<file path="src/rtl/hp_if.sv">
// Damage/heal request bus between the hazard sources and the HP controller.
interface hp_if #(
  parameter int NUM_SRC = 4,
  parameter int DMG_W   = 4,
  parameter int HP_W    = 5
);
  logic [NUM_SRC-1:0]       dmg_req_in;
  logic [NUM_SRC*DMG_W-1:0] dmg_amt_in;
  logic                     heal_valid_in;
  logic [HP_W-1:0]          heal_amt_in;
  logic [NUM_SRC-1:0]       dmg_ack_out;
  logic [HP_W-1:0]          hp_out;
  logic                     hit_pulse_out;
  logic                     invuln_out;
  logic                     dead_out;

  modport master (
    output dmg_req_in, dmg_amt_in, heal_valid_in, heal_amt_in,
    input  dmg_ack_out, hp_out, hit_pulse_out, invuln_out, dead_out
  );

  modport slave (
    input  dmg_req_in, dmg_amt_in, heal_valid_in, heal_amt_in,
    output dmg_ack_out, hp_out, hit_pulse_out, invuln_out, dead_out
  );
endinterface

</file>
<file path="src/rtl/hp_controller.sv">
// Soul HP owner: round-robin damage arbitration, heals, i-frames, death flag.
module hp_controller #(
  parameter int MAX_HP        = 20,
  parameter int HP_W          = 5,
  parameter int NUM_SRC       = 4,
  parameter int DMG_W         = 4,
  parameter int IFRAME_CYCLES = 1_000_000
) (
  input logic clk,
  input logic rst,
  hp_if.slave bus
);
  localparam int IDX_W = (NUM_SRC > 1) ? $clog2(NUM_SRC) : 1;
  localparam int CNT_W = $clog2(IFRAME_CYCLES);
  localparam int NW    = HP_W + 2;
  localparam logic [CNT_W-1:0]     CNT_LOAD = CNT_W'(IFRAME_CYCLES - 1);
  localparam logic [HP_W-1:0]      HP_FULL  = HP_W'(MAX_HP);
  localparam logic signed [NW-1:0] MAX_NW   = NW'(MAX_HP);

  typedef enum logic [1:0] {ALIVE, INVULN, DEAD} state_t;

  state_t               state_q, state_d;
  logic [HP_W-1:0]      hp_q, hp_d;
  logic [NUM_SRC-1:0]   ack_q, ack_d, elig;
  logic                 hit_q, hit_d;
  logic                 invuln_q, invuln_d;
  logic                 dead_q, dead_d;
  logic [CNT_W-1:0]     cnt_q, cnt_d;
  logic [IDX_W-1:0]     rr_q, rr_d, win, probe;
  logic                 found;
  logic [DMG_W-1:0]     amt_arr [NUM_SRC];
  logic [DMG_W-1:0]     win_amt;
  logic                 win_hits;
  logic [NW-1:0]        heal_ext, dmg_ext;
  logic signed [NW-1:0] healed, net;
  logic                 net_le0;
  logic [HP_W-1:0]      net_sat, heal_sat;

  // A source whose ack is showing this cycle is already consumed.
  assign elig = bus.dmg_req_in & ~ack_q;

  for (genvar g = 0; g < NUM_SRC; g++) begin : g_unpack
    assign amt_arr[g] = bus.dmg_amt_in[g*DMG_W +: DMG_W];
  end

  // Round-robin search: first eligible source at or above the rr pointer.
  always_comb begin
    found = 1'b0;
    win   = '0;
    probe = '0;
    for (int unsigned i = 0; i < NUM_SRC; i++) begin
      probe = IDX_W'((32'(rr_q) + i) % NUM_SRC);
      if (!found && elig[probe]) begin
        found = 1'b1;
        win   = probe;
      end
    end
  end

  assign win_amt  = amt_arr[win];
  assign win_hits = found && (win_amt != '0);

  // Net HP arithmetic in a widened signed domain so nothing wraps.
  always_comb begin
    heal_ext = bus.heal_valid_in ? NW'(bus.heal_amt_in) : '0;
    dmg_ext  = found ? NW'(win_amt) : '0;
    healed   = signed'(NW'(hp_q) + heal_ext);
    net      = healed - signed'(dmg_ext);
    net_le0  = net[NW-1] || (net == '0);
    if (net_le0)
      net_sat = '0;
    else if (net >= MAX_NW)
      net_sat = HP_FULL;
    else
      net_sat = net[HP_W-1:0];
    heal_sat = (healed >= MAX_NW) ? HP_FULL : healed[HP_W-1:0];
  end

  // Next-state logic.
  always_comb begin
    state_d = state_q;
    case (state_q)
      ALIVE:   if (win_hits) state_d = net_le0 ? DEAD : INVULN;
      INVULN:  if (cnt_q == '0) state_d = ALIVE;
      DEAD:    state_d = DEAD;
      default: state_d = ALIVE;
    endcase
  end

  // Next values of every registered output and datapath register.
  always_comb begin
    ack_d = '0;
    hp_d  = hp_q;
    hit_d = 1'b0;
    cnt_d = cnt_q;
    rr_d  = rr_q;
    case (state_q)
      ALIVE: begin
        // With no grant dmg_ext is zero, so net_sat is the plain heal result.
        hp_d = net_sat;
        if (found) begin
          ack_d[win] = 1'b1;
          rr_d       = (32'(win) == NUM_SRC - 1) ? '0 : win + 1'b1;
        end
        if (win_hits) begin
          hit_d = 1'b1;
          cnt_d = CNT_LOAD;
        end
      end
      INVULN: begin
        ack_d = elig;
        if (bus.heal_valid_in) hp_d = heal_sat;
        if (cnt_q != '0) cnt_d = cnt_q - 1'b1;
      end
      DEAD: begin
        ack_d = elig;
        hp_d  = '0;
      end
      default: ;
    endcase
    invuln_d = (state_d == INVULN);
    dead_d   = (state_d == DEAD);
  end

  // State and output registers.
  always_ff @(posedge clk) begin
    if (rst) begin
      state_q  <= ALIVE;
      hp_q     <= HP_FULL;
      ack_q    <= '0;
      hit_q    <= 1'b0;
      invuln_q <= 1'b0;
      dead_q   <= 1'b0;
      cnt_q    <= '0;
      rr_q     <= '0;
    end else begin
      state_q  <= state_d;
      hp_q     <= hp_d;
      ack_q    <= ack_d;
      hit_q    <= hit_d;
      invuln_q <= invuln_d;
      dead_q   <= dead_d;
      cnt_q    <= cnt_d;
      rr_q     <= rr_d;
    end
  end

  assign bus.dmg_ack_out   = ack_q;
  assign bus.hp_out        = hp_q;
  assign bus.hit_pulse_out = hit_q;
  assign bus.invuln_out    = invuln_q;
  assign bus.dead_out      = dead_q;
endmodule

</file>
<file path="src/flat_wrapper.sv">
// flat-port wrapper written by rule: the top's interface ports become plain ports
module hp_controller_flat 
#(
  parameter int MAX_HP        = 20,
  parameter int HP_W          = 5,
  parameter int NUM_SRC       = 4,
  parameter int DMG_W         = 4,
  parameter int IFRAME_CYCLES = 1_000_000
)
  (clk, rst, bus_dmg_req_in, bus_dmg_amt_in, bus_heal_valid_in, bus_heal_amt_in, bus_dmg_ack_out, bus_hp_out, bus_hit_pulse_out, bus_invuln_out, bus_dead_out);
  hp_if #(.NUM_SRC(NUM_SRC), .DMG_W(DMG_W), .HP_W(HP_W)) bus_i ();
  input logic clk;
  input logic rst;
  input wire logic [$bits(bus_i.dmg_req_in)-1:0] bus_dmg_req_in;
  input wire logic [$bits(bus_i.dmg_amt_in)-1:0] bus_dmg_amt_in;
  input wire logic [$bits(bus_i.heal_valid_in)-1:0] bus_heal_valid_in;
  input wire logic [$bits(bus_i.heal_amt_in)-1:0] bus_heal_amt_in;
  output wire logic [$bits(bus_i.dmg_ack_out)-1:0] bus_dmg_ack_out;
  output wire logic [$bits(bus_i.hp_out)-1:0] bus_hp_out;
  output wire logic [$bits(bus_i.hit_pulse_out)-1:0] bus_hit_pulse_out;
  output wire logic [$bits(bus_i.invuln_out)-1:0] bus_invuln_out;
  output wire logic [$bits(bus_i.dead_out)-1:0] bus_dead_out;
  assign bus_i.dmg_req_in = bus_dmg_req_in;
  assign bus_i.dmg_amt_in = bus_dmg_amt_in;
  assign bus_i.heal_valid_in = bus_heal_valid_in;
  assign bus_i.heal_amt_in = bus_heal_amt_in;
  assign bus_dmg_ack_out = bus_i.dmg_ack_out;
  assign bus_hp_out = bus_i.hp_out;
  assign bus_hit_pulse_out = bus_i.hit_pulse_out;
  assign bus_invuln_out = bus_i.invuln_out;
  assign bus_dead_out = bus_i.dead_out;
  hp_controller #(.MAX_HP(MAX_HP), .HP_W(HP_W), .NUM_SRC(NUM_SRC), .DMG_W(DMG_W), .IFRAME_CYCLES(IFRAME_CYCLES)) u_core (.clk(clk), .rst(rst), .bus(bus_i));
endmodule
</file>
<file path="config.mk">
export PLATFORM = sky130hd
export DESIGN_NAME = hp_controller_flat
export DESIGN_NICKNAME = d
export VERILOG_FILES = /design/src/rtl/hp_if.sv /design/src/rtl/hp_controller.sv /design/src/flat_wrapper.sv
export SDC_FILE = /design/constraint.sdc
export NUM_CORES = 1
export LEC_CHECK = 0
export BUFFER_PORTS_ARGS = -buffer_cell sky130_fd_sc_hd__buf_2
export CAP_MARGIN = 10
export CORE_MARGIN = 5
export CORE_UTILIZATION = 40
export DETAILED_ROUTE_END_ITERATION = 10
export GPL_TIMING_DRIVEN = 0
export PLACE_DENSITY = 0.7
export SLEW_MARGIN = 20
export SYNTH_ARGS = -nofsm -noshare
export SYNTH_HDL_FRONTEND = slang
export SYNTH_SLANG_ARGS = --single-unit
</file>
<file path="constraint.sdc">
create_clock -name clk -period 4.62 [get_ports clk]
set_input_delay 0.462 -clock clk [delete_from_list [all_inputs] [get_ports clk]]
set_output_delay 0.462 -clock clk [all_outputs]
set_load 0.02 [all_outputs]
</file>
# After elaboration in Yosys (flattened, before gate mapping)
# Index checks and enable logic that the tools add are counted.
[totals] regBits=36 inputBits=28
[op_classes] magnitude_cmp=9 bitwise_logic=4 n_reduce_logical=21 eq_ne=8 addsub=7 n_mux=39
[op_table] op="20-bit 2-to-1 mux" count=2
[op_table] op="20-bit one-hot mux with 2 select lines" count=1
[op_table] op="5-bit 2-to-1 mux" count=5
[op_table] op="20-bit logical NOT" count=1
[op_table] op="20-bit nonzero test" count=1
[op_table] op="20-bit by 1-bit subtractor with 20-bit output, second input constant" count=1
[op_table] op="2-bit 2-to-1 mux" count=8
[op_table] op="4-bit 2-to-1 mux" count=4
[op_table] op="2-bit by 3-bit < comparator with 1-bit output, second input constant" count=5
[op_table] op="5-bit one-hot mux with 3 select lines" count=1
[op_table] op="7-bit by 6-bit >= comparator with 1-bit output, second input constant" count=2
[op_table] op="1-bit 2-to-1 mux" count=10
[op_table] op="1-bit binary-select mux with 2-bit select" count=4
[op_table] op="4-bit binary-select mux with 2-bit select" count=1
[op_table] op="4-bit one-hot mux with 2 select lines" count=1
[op_table] op="5-bit by 7-bit adder with 7-bit output" count=1
[op_table] op="7-bit logical NOT" count=1
[op_table] op="7-bit subtractor" count=1
[op_table] op="2-bit equality test, second input constant" count=3
[op_table] op="2-bit one-hot mux with 3 select lines" count=1
[op_table] op="1-bit logical AND" count=5
[op_table] op="2-bit by 1-bit adder with 2-bit output, second input constant" count=2
[op_table] op="2-bit adder, second input constant" count=2
[op_table] op="4-bit AND" count=1
[op_table] op="other kinds (18)" count=24

# Logic depth before layout (Yosys ltp)
[depth] depth_word=26 ltp_mapped=19 mapped_depth_nobuf=18

# Worst setup path before layout
# No wires, ideal clock.
[synth_timing] kind="input-to-reg" startpoint="input port bus_dmg_req_in[2]" endpoint="register u_core.invuln_q (netlist: u_core.bus.invuln_out)" setup_slack_ns=0.803 setup_ns=0.115 n_path_buf=1 t_required_ns=4.505 arrival_time_ns=3.702 stages=17 cell_sequence="nor2b_1 a311oi_1 nor2_1 clkbuf_1 clkinv_1 nand2_1 nand3_1 and3_1 ha_1 inv_1 fa_1 nor3_1 nor4bb_1 o21a_1 o221ai_1 nor2b_1 and2_1"
[synth_via] elab_chain_len=25 elab_cells_between_ends=37 cone_classes="1 x add/sub; 1 x eq/ne; 23 x mux; 2 x bitwise; 10 x reduce/logical"
[synth_rtl] item="start: declaration" line_no="flat_wrapper.sv:14" source="input wire logic [$bits(bus_i.dmg_req_in)-1:0] bus_dmg_req_in;"
[synth_rtl] item="4-bit AND (*)" line_no="hp_controller.sv:40" source="assign elig = bus.dmg_req_in & ~ack_q;"
[synth_rtl] item="1-bit binary-select mux with 2-bit select" line_no="hp_controller.sv:53" source="if (!found && elig[probe]) begin"
[synth_rtl] item="1-bit 2-to-1 mux (not written as such)" line_no="hp_controller.sv:53"
[synth_rtl] item="1-bit 2-to-1 mux" line_no="hp_controller.sv:53"
[synth_rtl] item="1-bit logical NOT" line_no="hp_controller.sv:53"
[synth_rtl] item="1-bit logical AND" line_no="hp_controller.sv:53"
[synth_rtl] item="1-bit 2-to-1 mux" line_no="hp_controller.sv:53"
[synth_rtl] item="1-bit logical NOT" line_no="hp_controller.sv:53"
[synth_rtl] item="(+9 left out)"
[synth_rtl] item="4-bit 2-to-1 mux" line_no="hp_controller.sv:66" source="dmg_ext = found ? NW'(win_amt) : '0;"
[synth_rtl] item="7-bit subtractor" line_no="hp_controller.sv:68" source="net = healed - signed'(dmg_ext);"
[synth_rtl] item="7-bit logical NOT" line_no="hp_controller.sv:69" source="net_le0 = net[NW-1] || (net == '0);"
[synth_rtl] item="1-bit logical OR" line_no="hp_controller.sv:69"
[synth_rtl] item="2-bit 2-to-1 mux" line_no="hp_controller.sv:83" source="ALIVE: if (win_hits) state_d = net_le0 ? DEAD : INVULN;"
[synth_rtl] item="2-bit 2-to-1 mux (*)" line_no="hp_controller.sv:83"
[synth_rtl] item="2-bit one-hot mux with 3 select lines (*)" line_no="hp_controller.sv:82" source="case (state_q)"
[synth_rtl] item="2-bit by 1-bit equality test with 1-bit output (*)" line_no="hp_controller.sv:121" source="invuln_d = (state_d == INVULN);"
[synth_rtl] item="end signal: assignment" line_no="hp_controller.sv:141" source="invuln_q <= invuln_d;"
[synth_rtl] item="end: declaration" line_no="hp_controller.sv:26" source="logic invuln_q, invuln_d;"
# Mark *: on every way between the ends. The rest lies on a longest branch, timed or not. The select of a mux whose other input is x is not followed.
# A chain may end at the register's enable or synchronous reset.

# Final worst setup path
[layout_timing] startpoint="register u_core.rr_q[0]" endpoint="register u_core.hp_q[0] (netlist: u_core.bus.hp_out[0])"
[layout_via] elab_chain_len=22 elab_cells_between_ends=37 cone_classes="4 x add/sub; 1 x order compare; 23 x mux; 1 x bitwise; 8 x reduce/logical"
[layout_rtl] item="start: declaration" line_no="hp_controller.sv:29" source="logic [IDX_W-1:0] rr_q, rr_d, win, probe;"
[layout_rtl] item="start signal: assignment" line_no="hp_controller.sv:144" source="rr_q <= rr_d;"
[layout_rtl] item="parallel branches: the longest is 16 deep, another holds 2-bit by 1-bit adder with 2-bit output"
[layout_rtl] item="4-bit 2-to-1 mux (*)" line_no="hp_controller.sv:66"
[layout_rtl] item="7-bit subtractor (*)" line_no="hp_controller.sv:68"
[layout_rtl] item="7-bit by 6-bit >= comparator with 1-bit output / 7-bit logical NOT (equally long branches)" line_no="hp_controller.sv:72, hp_controller.sv:69"
[layout_rtl] item="5-bit 2-to-1 mux / 1-bit logical OR (equally long branches)" line_no="hp_controller.sv:72, hp_controller.sv:69"
[layout_rtl] item="5-bit 2-to-1 mux (*)" line_no="hp_controller.sv:70" source="if (net_le0)"
[layout_rtl] item="5-bit one-hot mux with 3 select lines (*)" line_no="hp_controller.sv:97" source="case (state_q)"
[layout_rtl] item="end signal: assignment" line_no="hp_controller.sv:138" source="hp_q <= hp_d;"
[layout_rtl] item="end: declaration" line_no="hp_controller.sv:23" source="logic [HP_W-1:0] hp_q, hp_d;"
# Mark *: on every way between the ends. The select of a mux whose other input is x is not followed.

==> qor.txt <==
Status: completed
Max VDD drop: 0.384 mV
Slew of the pin with the lowest slew margin: 0.619 ns
Hold Vio Cnt, Final: 0
Post-CTS Setup Bufs: 0
Final Cycle Share: 91.4%
#FFs+latches synth: 36
# IOs: 40
Worst hold slack: 0.461 ns
Initial antenna violation count: 0
CP delay by family, top: simple AND/OR/NAND/NOR gates
Crit start category: flop
Filler Cell Count: 637
Fin cells: 478
Die Wd: 91.9 um
Top post-synthesis cells by area: dfxtp_1 27%, ha_1 8.4%, a21oi_1 5.4%
Max_slew headroom: 58.3%
Setup ws final: 0.398 ns
Leak Pwr: 1.32 nW
Dpl cells: 470
Area growth from synthesis to layout: 15.2%
Hold Crit Class: input pin to flop
CP Class: flop to flop
Clk pin slew, worst setup/hold paths: 0.08 ns
Max cap viols: 0
Final slew viol count: 0
Drt pass-1 iters: 4
Syn nets: 402
CP Capture Type: flop
Layout cell share with drive strength beyond 1: 16.5%
Seq/Total Area, Yosys: 26.9%
Global-route wire length before repair: 11200 um
Buffers on Ports: 39
WL final: 6580 um
RSZ-0062 raised after global routing: no
Worst path most repeated cell: nor3_1
Min Tclk post-route: 4.22 ns
Final setup viols: 0
CTS sink cnt: 36
H-tree depth: 2
Cell taking the most area after synthesis: dfxtp_1
GP Congestion: 0.860
CTS root buffer: clkbuf_8
GR Overflow Total: 0
Setup_tns: 0 ns
Hpwl dp: 5070 um
Mapped Avg Cell Area: 7.58 um^2
Post-CTS Hold Buffers: 0
Vias: 2674
Vias in the first global route: 2469
Most frequent cells in the layout: 39 x buf_2, 36 x dfxtp_1, 34 x nand2_1
Max incr delay on CP: 0.42 ns
Clock latency on the worst-skew pair: 0.29 ns
Most common cell after layout, fill and taps aside: buf_2
Core area: 0.00642 mm^2
Die area: 0.00845 mm^2
Post-place setup slack: -0.0647 ns
Number of synthesized flops with an enable pin: 0
Ys async rst share: 0%
CTS tree: built
Pwr/cell area: 785 mW/mm^2
Critical-path cell list: nor3b_1 -> a311oi_1 -> nor2_1 -> clkbuf_2 -> clkinvlp_4 -> nand2_1 -> nand3_1 -> and3_1 -> ha_1 -> inv_1 -> fa_1 -> nor3_1 -> nor4bb_1 -> o21a_1 -> nor4_1 -> a221oi_1 -> nor3_1
Warnings, synthesis: 0
CP Buf/Inv Count: 3
Nets: 448
# rows: 29
GRT Overall Usage: 15.7%
Mean number of vias per cell: 5.59
Post-synth top area share: 26.9%
Initial Utilization: 41.8%
CTS buffer count: 5
Diodes inserted: 0
Slowest-stage cell, CP: fa_1
Die extent in y: 91.9 um
DRC: 0
Synth cell types: 54
Skew final: 0.00992 ns
Clock Path Buffers: 2
Fmax: 237 MHz
Crit path arrival time: 4.38 ns
Largest net degree at the start of global routing: 13
CP max FO: 11
Syn Std Cell Area: 0.00268 mm^2
Ys flop type: dfxtp_1
Drt wl/cell: 13.8 um
Worst path required time: 4.78 ns
DRT iter0 DRCs: 166
ANT nets after route: 0
Post-synthesis cell count: 354
## worst register-to-register path, delay by kind of cell, from the launching register on
kind,cells,cell delay [ns]
AO/OA/AOI/OAI,3,0.76
buffers and inverters,3,0.62
AND/OR/NAND/NOR,9,1.79
flip-flops,1,0.33
adder cells (fa/ha/maj),2,0.61
## report_power, final
group	switching, mW	internal [mW]
Clock	0.122	0.160
Sequential	0.0896	0.429
Combinational	0.988	0.640
## what timing repair did
action	in CTS	in global routing
hold endpoints to repair	0	0
setup endpoints to repair	0	8
resized for setup	0	5
## cell families (layout without fill, tap and decap cells)
family          Yosys count  in the layout  synth area share [%]
compound gates           87             87                  20.7
buf+inv                  30             77                  4.48
mux                       1              1                 0.420
flops                    36             36                  26.9
simple gates            164            164                  32.5
xor+xnor                 16             16                  5.22
fa+ha+maj                20             20                  9.88
## per-stage QoR
step / util [%] / power [mW] / area, um^2
6_report: 48.2 / 2.43 / 3090
3_5_place_dp: 46.3 / 2.12 / 2980
3_3_place_gp: 46.3 / 2.10 / 2980
2_1_floorplan: - / 1.77 / 2680
4_1_cts: 48.1 / 2.41 / 3090
5_1_grt: 48.2 / 2.66 / 3090
## state kept, by name, summed over array words and instances (netlist names)
name,flops
u_core.bus.invuln_out,1
u_core.rr_q,2
u_core.bus.hp_out,5
u_core.bus.dead_out,1
u_core.cnt_q,20
u_core.bus.hit_pulse_out,1
u_core.state_q,2
u_core.bus.dmg_ack_out,4
## final timing paths
path	from	end	slack (ns)	depth (start not counted)
max	u_core.rr_q[0]	u_core.bus.hp_out[0]	0.40	17
min	bus_dmg_req_in[1]	u_core.bus.dmg_ack_out[1]	0.46	3
max reg2reg	u_core.rr_q[0]	u_core.bus.hp_out[0]	0.40	17
min reg2reg	u_core.cnt_q[13]	u_core.cnt_q[13]	0.50	2
## layout make-up
type | instances | area [um^2] | area share (%)
Sequential cell | 36 | 721 | 23.3
Buffer | 16 | 70.1 | 2.27
Clock inverter | 3 | 42.5 | 1.38
Inverter | 14 | 56.3 | 1.82
Tap cell | 77 | 96.3 | 3.11
Clock buffer | 5 | 68.8 | 2.22
Multi-Input combinational cell | 288 | 1840 | 59.6
Timing Repair Buffer | 39 | 195 | 6.31
## per-layer routing
layer	part of all wire (%)	global-route usage (%)
met5	0	0
met3	5.2	2.62
met4	0.79	3.96
met1	48	21.2
met2	46	26.0
## cells in the mapped netlist (all sizes together) (3+ instances only)
cell type,instances
clkbuf,14
a21o,6
and3,3
a21oi,29
or3,9
nand2b,7
nor4,11
and2,10
nor2b,8
nor2,28
nand3,18
xnor2,3
o21ai,16
or4,8
nand3b,4
o211ai,6
a22oi,3
a31oi,3
a211oi,4
inv,13
or2,6
nor3,14
nand2,34
a221oi,3
ha,18
dfxtp,36
xor2,13
a311oi,3
No activity file was read; power rests on OpenSTA's default activity.
